### config.mk
export PLATFORM = sky130hd
export DESIGN_NAME = map_share_arbiter_flat
export DESIGN_NICKNAME = d
export VERILOG_FILES = /design/src/rtl/map_share_arbiter_pkg.sv /design/src/rtl/map_share_arbiter_if.sv /design/src/rtl/map_share_arbiter_code_map.sv /design/src/rtl/map_share_arbiter.sv /design/src/flat_wrapper.sv
export SDC_FILE = /design/constraint.sdc
export NUM_CORES = 1
export LEC_CHECK = 0
export ABC_AREA = 1
export ABC_CLOCK_PERIOD_IN_PS = 7500
export BUFFER_PORTS_ARGS = -buffer_cell sky130_fd_sc_hd__buf_2
export CAP_MARGIN = 20
export CORE_AREA = 8 8 70 72
export DETAILED_ROUTE_END_ITERATION = 16
export DIE_AREA = 0 0 78 80
export PLACE_DENSITY_LB_ADDON = 0.08
export SLEW_MARGIN = 20
export SYNTH_ARGS = -nofsm -noshare
export SYNTH_HDL_FRONTEND = slang
export SYNTH_HIERARCHICAL = 1
export SYNTH_SLANG_ARGS = --single-unit
### constraint.sdc
create_clock -name clk -period 7.5 [get_ports clk]
set_clock_uncertainty 0.05 [all_clocks]
set_input_delay 1.125 -clock clk [delete_from_list [all_inputs] [get_ports clk]]
set_output_delay 1.125 -clock clk [all_outputs]
set_load 0.01 [all_outputs]
### src/rtl/map_share_arbiter_pkg.sv
// map_share_pkg: shared types and constants for map_share_arbiter.
//   state_e    : FSM encoding (IDLE=00, EVAL=01, RESP=10)
//   OP_W/RES_W : operand and result widths of the code map
//   MAP_TABLE  : fixed 3-bit -> 4-bit map, entry i at bits [4i+3:4i]
package map_share_pkg;

    localparam int OP_W  = 3;
    localparam int RES_W = 4;

    typedef enum logic [1:0] {
        ST_IDLE = 2'b00,
        ST_EVAL = 2'b01,
        ST_RESP = 2'b10
    } state_e;

    // Listed from entry 7 down to entry 0:
    // 7->9, 6->1, 5->3, 4->0, 3->6, 2->7, 1->9, 0->1
    localparam logic [8*RES_W-1:0] MAP_TABLE =
        {4'd9, 4'd1, 4'd3, 4'd0, 4'd6, 4'd7, 4'd9, 4'd1};

endpackage

### src/rtl/map_share_arbiter_if.sv
// map_share_arbiter_if: request/grant and response handshake bundle.
//   req, req_data, rsp_ready : driven by requesters / consumer (master)
//   gnt, rsp_valid, rsp_id, rsp_data : driven by the arbiter (slave)
interface map_share_arbiter_if #(
    parameter int NREQ = 2,
    parameter int IDW  = 3
) ();
    logic [NREQ-1:0]   req;
    logic [3*NREQ-1:0] req_data;
    logic [NREQ-1:0]   gnt;
    logic              rsp_valid;
    logic              rsp_ready;
    logic [IDW-1:0]    rsp_id;
    logic [3:0]        rsp_data;

    modport master (
        output req, req_data, rsp_ready,
        input  gnt, rsp_valid, rsp_id, rsp_data
    );

    modport slave (
        input  req, req_data, rsp_ready,
        output gnt, rsp_valid, rsp_id, rsp_data
    );
endinterface

### src/rtl/map_share_arbiter_code_map.sv
// code_map: purely combinational fixed code map.
//   code_in  [2:0] : operand
//   code_out [3:0] : mapped result from MAP_TABLE
module code_map
    import map_share_pkg::*;
(
    input  logic [OP_W-1:0]  code_in,
    output logic [RES_W-1:0] code_out
);
    always_comb begin
        code_out = RES_W'(MAP_TABLE >> (int'(code_in) * RES_W));
    end
endmodule

### src/rtl/map_share_arbiter.sv
// map_share_arbiter: round-robin sharing of one code_map among NREQ
// requesters, with a registered tagged result under valid/ready.
//   clk : rising-edge clock
//   rst : asynchronous active-high reset
//   bus : map_share_arbiter_if.slave (req/req_data/gnt/rsp_*)
// Optional (macro MAP_SHARE_STATS_EN):
//   svc_count [7:0] : completed handshakes, wraps 255->0
//   busy            : high while in EVAL or RESP
//
// state | meaning
// IDLE  | waiting for any req; arbitrates and grants on the edge
// EVAL  | gnt high this cycle; map of the latched operand is registered
// RESP  | rsp_valid held until rsp_ready
module map_share_arbiter
    import map_share_pkg::*;
#(
    parameter int NREQ = 2,
    parameter int IDW  = 3
) (
    input  logic clk,
    input  logic rst,
    map_share_arbiter_if.slave bus
`ifdef MAP_SHARE_STATS_EN
    ,
    output logic [7:0] svc_count,
    output logic       busy
`endif
);
    localparam logic [1:0] IDLE = ST_IDLE;
    localparam logic [1:0] EVAL = ST_EVAL;
    localparam logic [1:0] RESP = ST_RESP;

    logic [1:0]       state;
    logic [IDW-1:0]   rr_ptr;
    logic [IDW-1:0]   id_reg;
    logic [OP_W-1:0]  op_reg;
    logic [RES_W-1:0] map_out;

    logic             win_found;
    int               win_idx;
    int               scan_idx;
    logic [NREQ-1:0]  req_shift;

    code_map u_code_map (
        .code_in  (op_reg),
        .code_out (map_out)
    );

    // First set request scanning upward from rr_ptr, wrapping at NREQ-1.
    always_comb begin
        win_found = 1'b0;
        win_idx   = 0;
        scan_idx  = 0;
        req_shift = '0;
        for (int k = 0; k < NREQ; k++) begin
            scan_idx = int'(rr_ptr) + k;
            if (scan_idx >= NREQ) scan_idx = scan_idx - NREQ;
            req_shift = bus.req >> scan_idx;
            if (!win_found && req_shift[0]) begin
                win_found = 1'b1;
                win_idx   = scan_idx;
            end
        end
    end

    always_ff @(posedge clk or posedge rst) begin
        if (rst) begin
            state         <= IDLE;
            rr_ptr        <= '0;
            id_reg        <= '0;
            op_reg        <= '0;
            bus.gnt       <= '0;
            bus.rsp_valid <= 1'b0;
            bus.rsp_id    <= '0;
            bus.rsp_data  <= '0;
        end else begin
            case (state)
                IDLE: begin
                    if (win_found) begin
                        bus.gnt <= NREQ'(1) << win_idx;
                        op_reg  <= OP_W'(bus.req_data >> (win_idx * OP_W));
                        id_reg  <= IDW'(win_idx);
                        rr_ptr  <= (win_idx == NREQ - 1) ? '0 : IDW'(win_idx + 1);
                        state   <= EVAL;
                    end
                end
                EVAL: begin
                    bus.gnt       <= '0;
                    bus.rsp_data  <= map_out;
                    bus.rsp_id    <= id_reg;
                    bus.rsp_valid <= 1'b1;
                    state         <= RESP;
                end
                RESP: begin
                    // rsp_id/rsp_data deliberately keep their values afterwards
                    if (bus.rsp_ready) begin
                        bus.rsp_valid <= 1'b0;
                        state         <= IDLE;
                    end
                end
                default: state <= IDLE;
            endcase
        end
    end

`ifdef MAP_SHARE_STATS_EN
    always_ff @(posedge clk or posedge rst) begin
        if (rst) begin
            svc_count <= '0;
        end else if (state == RESP && bus.rsp_ready) begin
            svc_count <= svc_count + 8'd1;
        end
    end

    assign busy = (state == EVAL) || (state == RESP);
`endif

endmodule
### src/flat_wrapper.sv
// flat-port wrapper written by rule: the top's interface ports become plain ports
module map_share_arbiter_flat import map_share_pkg::*;
#(
    parameter int NREQ = 2,
    parameter int IDW  = 3
)
  (clk, rst, bus_req, bus_req_data, bus_rsp_ready, bus_gnt, bus_rsp_valid, bus_rsp_id, bus_rsp_data);
  map_share_arbiter_if #(.NREQ(NREQ), .IDW(IDW)) bus_i ();
  input  logic clk;
  input  logic rst;
  input wire logic [$bits(bus_i.req)-1:0] bus_req;
  input wire logic [$bits(bus_i.req_data)-1:0] bus_req_data;
  input wire logic [$bits(bus_i.rsp_ready)-1:0] bus_rsp_ready;
  output wire logic [$bits(bus_i.gnt)-1:0] bus_gnt;
  output wire logic [$bits(bus_i.rsp_valid)-1:0] bus_rsp_valid;
  output wire logic [$bits(bus_i.rsp_id)-1:0] bus_rsp_id;
  output wire logic [$bits(bus_i.rsp_data)-1:0] bus_rsp_data;
  assign bus_i.req = bus_req;
  assign bus_i.req_data = bus_req_data;
  assign bus_i.rsp_ready = bus_rsp_ready;
  assign bus_gnt = bus_i.gnt;
  assign bus_rsp_valid = bus_i.rsp_valid;
  assign bus_rsp_id = bus_i.rsp_id;
  assign bus_rsp_data = bus_i.rsp_data;
  map_share_arbiter #(.NREQ(NREQ), .IDW(IDW)) u_core (.clk(clk), .rst(rst), .bus(bus_i));
endmodule
-- Yosys cells after proc, flatten, opt, wreduce, memory -nomap -nowiden
Cells that the tools add are included.
- add/subtract/negate cells: 4
- multiply operators: 1
- magnitude comparators: 2
- equality and inequality tests: 5
- shift operators: 5
- multiplexer cells: 14
- reductions and logical operators: 9
- operators by type and width (kind ; count):
    2-to-1 mux 32 bit ; 4
    >> shifter 2 x 32 -> 1 bit ; 2
    equality test 32 x 2 -> 1 bit, second input constant ; 1
    >= comparator 32 x 3 -> 1 bit, second input constant ; 1
    multiplier 32 x 3 -> 32 bit, second input constant ; 1
    << shifter 1 x 32 -> 2 bit, first input constant ; 1
    >> shifter 32 x 5 -> 4 bit, first input constant ; 1
    >> shifter 6 x 32 -> 3 bit ; 1
    subtractor 32 x 3 -> 32 bit, second input constant ; 1
    AND reduction 2 bit ; 4
    2-to-1 mux 2 bit ; 3
    case mux 2 bit (3 select lines) ; 1
    adder 3 x 1 -> 4 bit, second input constant ; 1
    case mux 2 bit (2 select lines) ; 1
    nonzero test 2 bit ; 2
    subtractor 3 x 2 -> 4 bit, second input constant ; 1
    adder 3 x 2 -> 3 bit, second input constant ; 1
    >= comparator 3 x 2 -> 1 bit, second input constant ; 1
    2-to-1 mux 1 bit ; 3
    2-to-1 mux 3 bit ; 1
    equality test 2 x 1 -> 1 bit, second input constant ; 1
    equality test 2 bit, second input constant ; 1
    zero test 2 bit ; 1
    inequality test 2 x 1 -> 1 bit, second input constant ; 1
    4 further kinds ; 4
- bits in registers: 21
- bits of input ports: 11
- word-level logic and storage cells: 48

-- Longest topological paths before layout
- word-level depth: 10
- depth in mapped cells: 30
- mapped depth without buffers: 30

-- Cells and area by module
Netlist, hierarchy kept.
- modules (own cells, without submodules) (module ; times used ; cells an instance ; area each (um^2) ; seq. area each (um^2)):
    map_share_arbiter ; 1 ; 207 ; 1566.5 ; 525.5
    code_map ; 1 ; 13 ; 56.3 ; 0.0

-- Least setup slack after synthesis
Ideal clock, no wire load.
- path type: reg2reg
- start: register u_core.rr_ptr[0]
- end: register u_core.op_reg[0]
- library setup time: 0.116 ns
- arrival time: 2.471 ns
- required time: 7.334 ns
- path slack: 4.863 ns
- cell stages (with the launch flop): 18
- path buffers: 0
- period minus slack after synthesis: 2.637 ns
- cells stage by stage: dfrtp_1 > inv_2 > ha_1 > ha_1 > ha_1 > nand3_1 > nand2_1 > nand2_1 > a21oi_2 > nand2_2 > nand2_4 > ha_1 > inv_1 > nor2_1 > nand3_1 > nand3_1 > nand2_1 > nand2_1
- RTL lines (what ; RTL line ; source):
    from (decl) ; map_share_arbiter.sv:34 ; logic [IDW-1:0] rr_ptr;
    from (signal assigned) ; map_share_arbiter.sv:83 ; rr_ptr <= (win_idx == NREQ - 1) ? '0 : IDW'(win_idx + 1);
    to (signal assigned) ; map_share_arbiter.sv:81 ; op_reg <= OP_W'(bus.req_data >> (win_idx * OP_W));
    to (decl) ; map_share_arbiter.sv:36 ; logic [OP_W-1:0] op_reg;

==> qor.yml <==
max-cap-violations: 0
swShare_pct: 22.3
syn_inst: 220
rsz0062_at_grt: "no"
io_pins: 21
max_slew.worst_pin.slew_ns: 0.789
die_area_sq_um: 6240
worst-path-max-fanout: 8
via_per_inst: 4.43
synth-seq-area-share_pct: 32.4
vdd_ir_drop_max_v: 0.0000486
setup_violations: 0
critPathKind: "reg2reg"
cts_root_buf: "clkbuf_8"
first_pass_iters: 4
fmaxAchievable_ghz: 0.339
post-route-util_pct: 48.6
slew_viol_final: 0
place_congestion: 0.839
drive_above_1_share_pct: 14.7
die_w_microns: 78
switching_power_uw: 46.0
start_kind: "flop"
grt_pass1_wl_mm: 5.14
regMostFlops: "u_core/bus.rsp_data"
dp_hpwl_mm: 2.49
first_global_vias: 1320
critPathRequiredTime_ns: 7.60
largest_reg_flops: 4
groute.usage.overall_pct: 9.66
routed_wl_mm: 2.96
start_util_pct: 42.1
final.setup.tns_ns: 0
status: "finished clean"
synth_warnings: 6
post-route-min-period_ns: 2.95
intPower_uw: 160
clock_latency_ns: 0.25
rows: 23
hold_viol: 0
p_per_area_nw_per_um2: 110
synth_cell_type_count: 25
syn_area_sq_um: 1620
slew-limit-headroom_pct: 47.4
drc: 0
final_nets: 294
antenna_found_initial: 0
cts_buffer_depth: 2
synth-seq-cells: 21
tritoncts: "yes"
drt_iter0_drc: 43
crit_path_end_kind: "flop"
p_leak_nw: 1.08
cts_made_buffers: 3
cts_sinks: 21
syn_avg_cell_area_sq_um: 7.38
vias: 1364
power.total_uw: 206
worstPathArrival_ns: 3.05
drt-wirelength-per-cell_microns: 9.62
hp-class: "reg2reg"
ctsHtreeMaxLevel: 1
io_buffers: 20
core_area_sq_um: 3860
p_clk_share_pct: 34.1
grt_max_degree: 22
area_delta_synth_final_pct: 15.6
finalCritPeriodShare_pct: 39.3
ant_nets: 0
die_h_microns: 80
post_cts_buffers: 0
ctsHoldBuffers: 0
cts_resized: 0
overflow: 0
antenna_cells: 0
clk_pin_slew_ns: 0.07
p_seq_share_pct: 54.9
combPwrFrac_pct: 11.0
cell families after synthesis:
logic type	Yosys count	share of synthesized area [%]
compound gates	20	7.09
xor+xnor	1	0.540
fa+ha+maj	24	19.0
buf+inv	38	9.25
flops	21	32.4
other cells	2	0.463
simple gates	114	31.3
power by group through the flow:
stage / Clock, mW / Combinational, mW / Sequential, mW
2_1_floorplan: 0 / 0.0167 / 0.115
3_3_place_gp: 0 / 0.0206 / 0.115
3_5_place_dp: 0 / 0.0207 / 0.115
4_1_cts: 0.0735 / 0.0207 / 0.113
5_1_grt: 0.0778 / 0.0274 / 0.113
6_report: 0.0702 / 0.0228 / 0.113
final timing paths:
check	slack, ns	startpoint	to	depth (start not counted)
max	4.55	u_core/rr_ptr[0]	u_core/op_reg[1]	17
min	0.42	u_core/bus.rsp_data[2]	u_core/bus.rsp_data[2]	2
max reg2reg	4.55	u_core/rr_ptr[0]	u_core/op_reg[1]	17
min reg2reg	0.42	u_core/bus.rsp_data[2]	u_core/bus.rsp_data[2]	2
max in group asynchronous	5.95	rst	u_core/op_reg[2]	2
min in group asynchronous	0.96	rst	u_core/bus.rsp_id[1]	2
cell usage after synthesis:
| library cell | instances | area, sq um |
|---|---|---|
| clkbuf_1 | 1 | 3.75 |
| fa_1 | 1 | 20.0 |
| nand3b_1 | 2 | 15.0 |
| ha_1 | 23 | 288 |
| nand2_4 | 2 | 22.5 |
| o21a_1 | 1 | 7.51 |
| nor2_2 | 1 | 6.26 |
| nor2_1 | 14 | 52.6 |
| nand2_2 | 6 | 37.5 |
| a21oi_2 | 1 | 8.76 |
| o21ai_2 | 1 | 8.76 |
| dfrtp_1 | 21 | 526 |
| nand2_1 | 60 | 225 |
| nand4_1 | 3 | 18.8 |
| conb_1 | 2 | 7.51 |
| nand3_1 | 26 | 130 |
| inv_1 | 32 | 120 |
| xnor2_1 | 1 | 8.76 |
| o21ai_0 | 9 | 45.0 |
| o21bai_1 | 1 | 7.51 |
| inv_2 | 4 | 15.0 |
| o31ai_1 | 1 | 7.51 |
| buf_6 | 1 | 11.3 |
| a21oi_1 | 3 | 15.0 |
| o21ai_1 | 3 | 15.0 |
critical path: stages (launching register included):
cell     delay (ns)
dfrtp_1        0.51
inv_2          0.11
ha_1           0.34
ha_1           0.20
ha_1           0.27
nand3_1        0.07
nand2_1        0.07
nand2_1        0.07
a21oi_2        0.12
nand2_2        0.13
nand2_4        0.14
ha_1           0.27
inv_1          0.15
nor2_1         0.09
nand3_1        0.09
nand3_1        0.07
nand2_1        0.06
nand2_1        0.04
per-stage QoR:
step	instances	hold WS, ns	setup slack [ns]	instance area (sq um)
2_1_floorplan	236	0.400	4.86	1680
3_3_place_gp	304	0.399	4.61	1830
3_5_place_dp	304	0.404	4.56	1830
4_1_cts	308	0.422	4.54	1880
5_1_grt	308	0.440	4.28	1880
6_report	308	0.418	4.55	1880
layout by cell type (no fill, tap or decap), types with 3 or more instances in the layout:
| cell | synthesis | routed |
|---|---|---|
| nand2_1 | 60 | 60 |
| inv_1 | 32 | 32 |
| nand3_1 | 26 | 26 |
| ha_1 | 23 | 23 |
| dfrtp_1 | 21 | 21 |
| buf_2 | 0 | 20 |
| conb_1 | 2 | 18 |
| nor2_1 | 14 | 14 |
| o21ai_0 | 9 | 9 |
| nand2_2 | 6 | 6 |
| inv_2 | 4 | 4 |
| clkbuf_8 | 0 | 3 |
| a21oi_1 | 3 | 3 |
| nand4_1 | 3 | 3 |
| o21ai_1 | 3 | 3 |
final cells by class:
| type | instances | area [sq um] |
|---|---|---|
| Fill cell | 406 | 1980 |
| Sequential cell | 21 | 526 |
| Inverter | 36 | 135 |
| Tap cell | 50 | 62.6 |
| Multi-Input combinational cell | 177 | 1010 |
| Clock buffer | 4 | 45.0 |
| Timing Repair Buffer | 20 | 100 |
layer usage:
layer | wire length, microns | up-vias | track usage, % | part of all wire [%]
met5 | 0 | - | 0 | 0
met2 | 1440 | 18 | 18.0 | 49
li1 | - | 755 | - | -
met3 | 132 | 2 | 1.35 | 4.5
met1 | 1360 | 589 | 10.6 | 46
met4 | 29 | 0 | 4.44 | 0.98
Note: power is estimated with default switching activity, not from simulation.
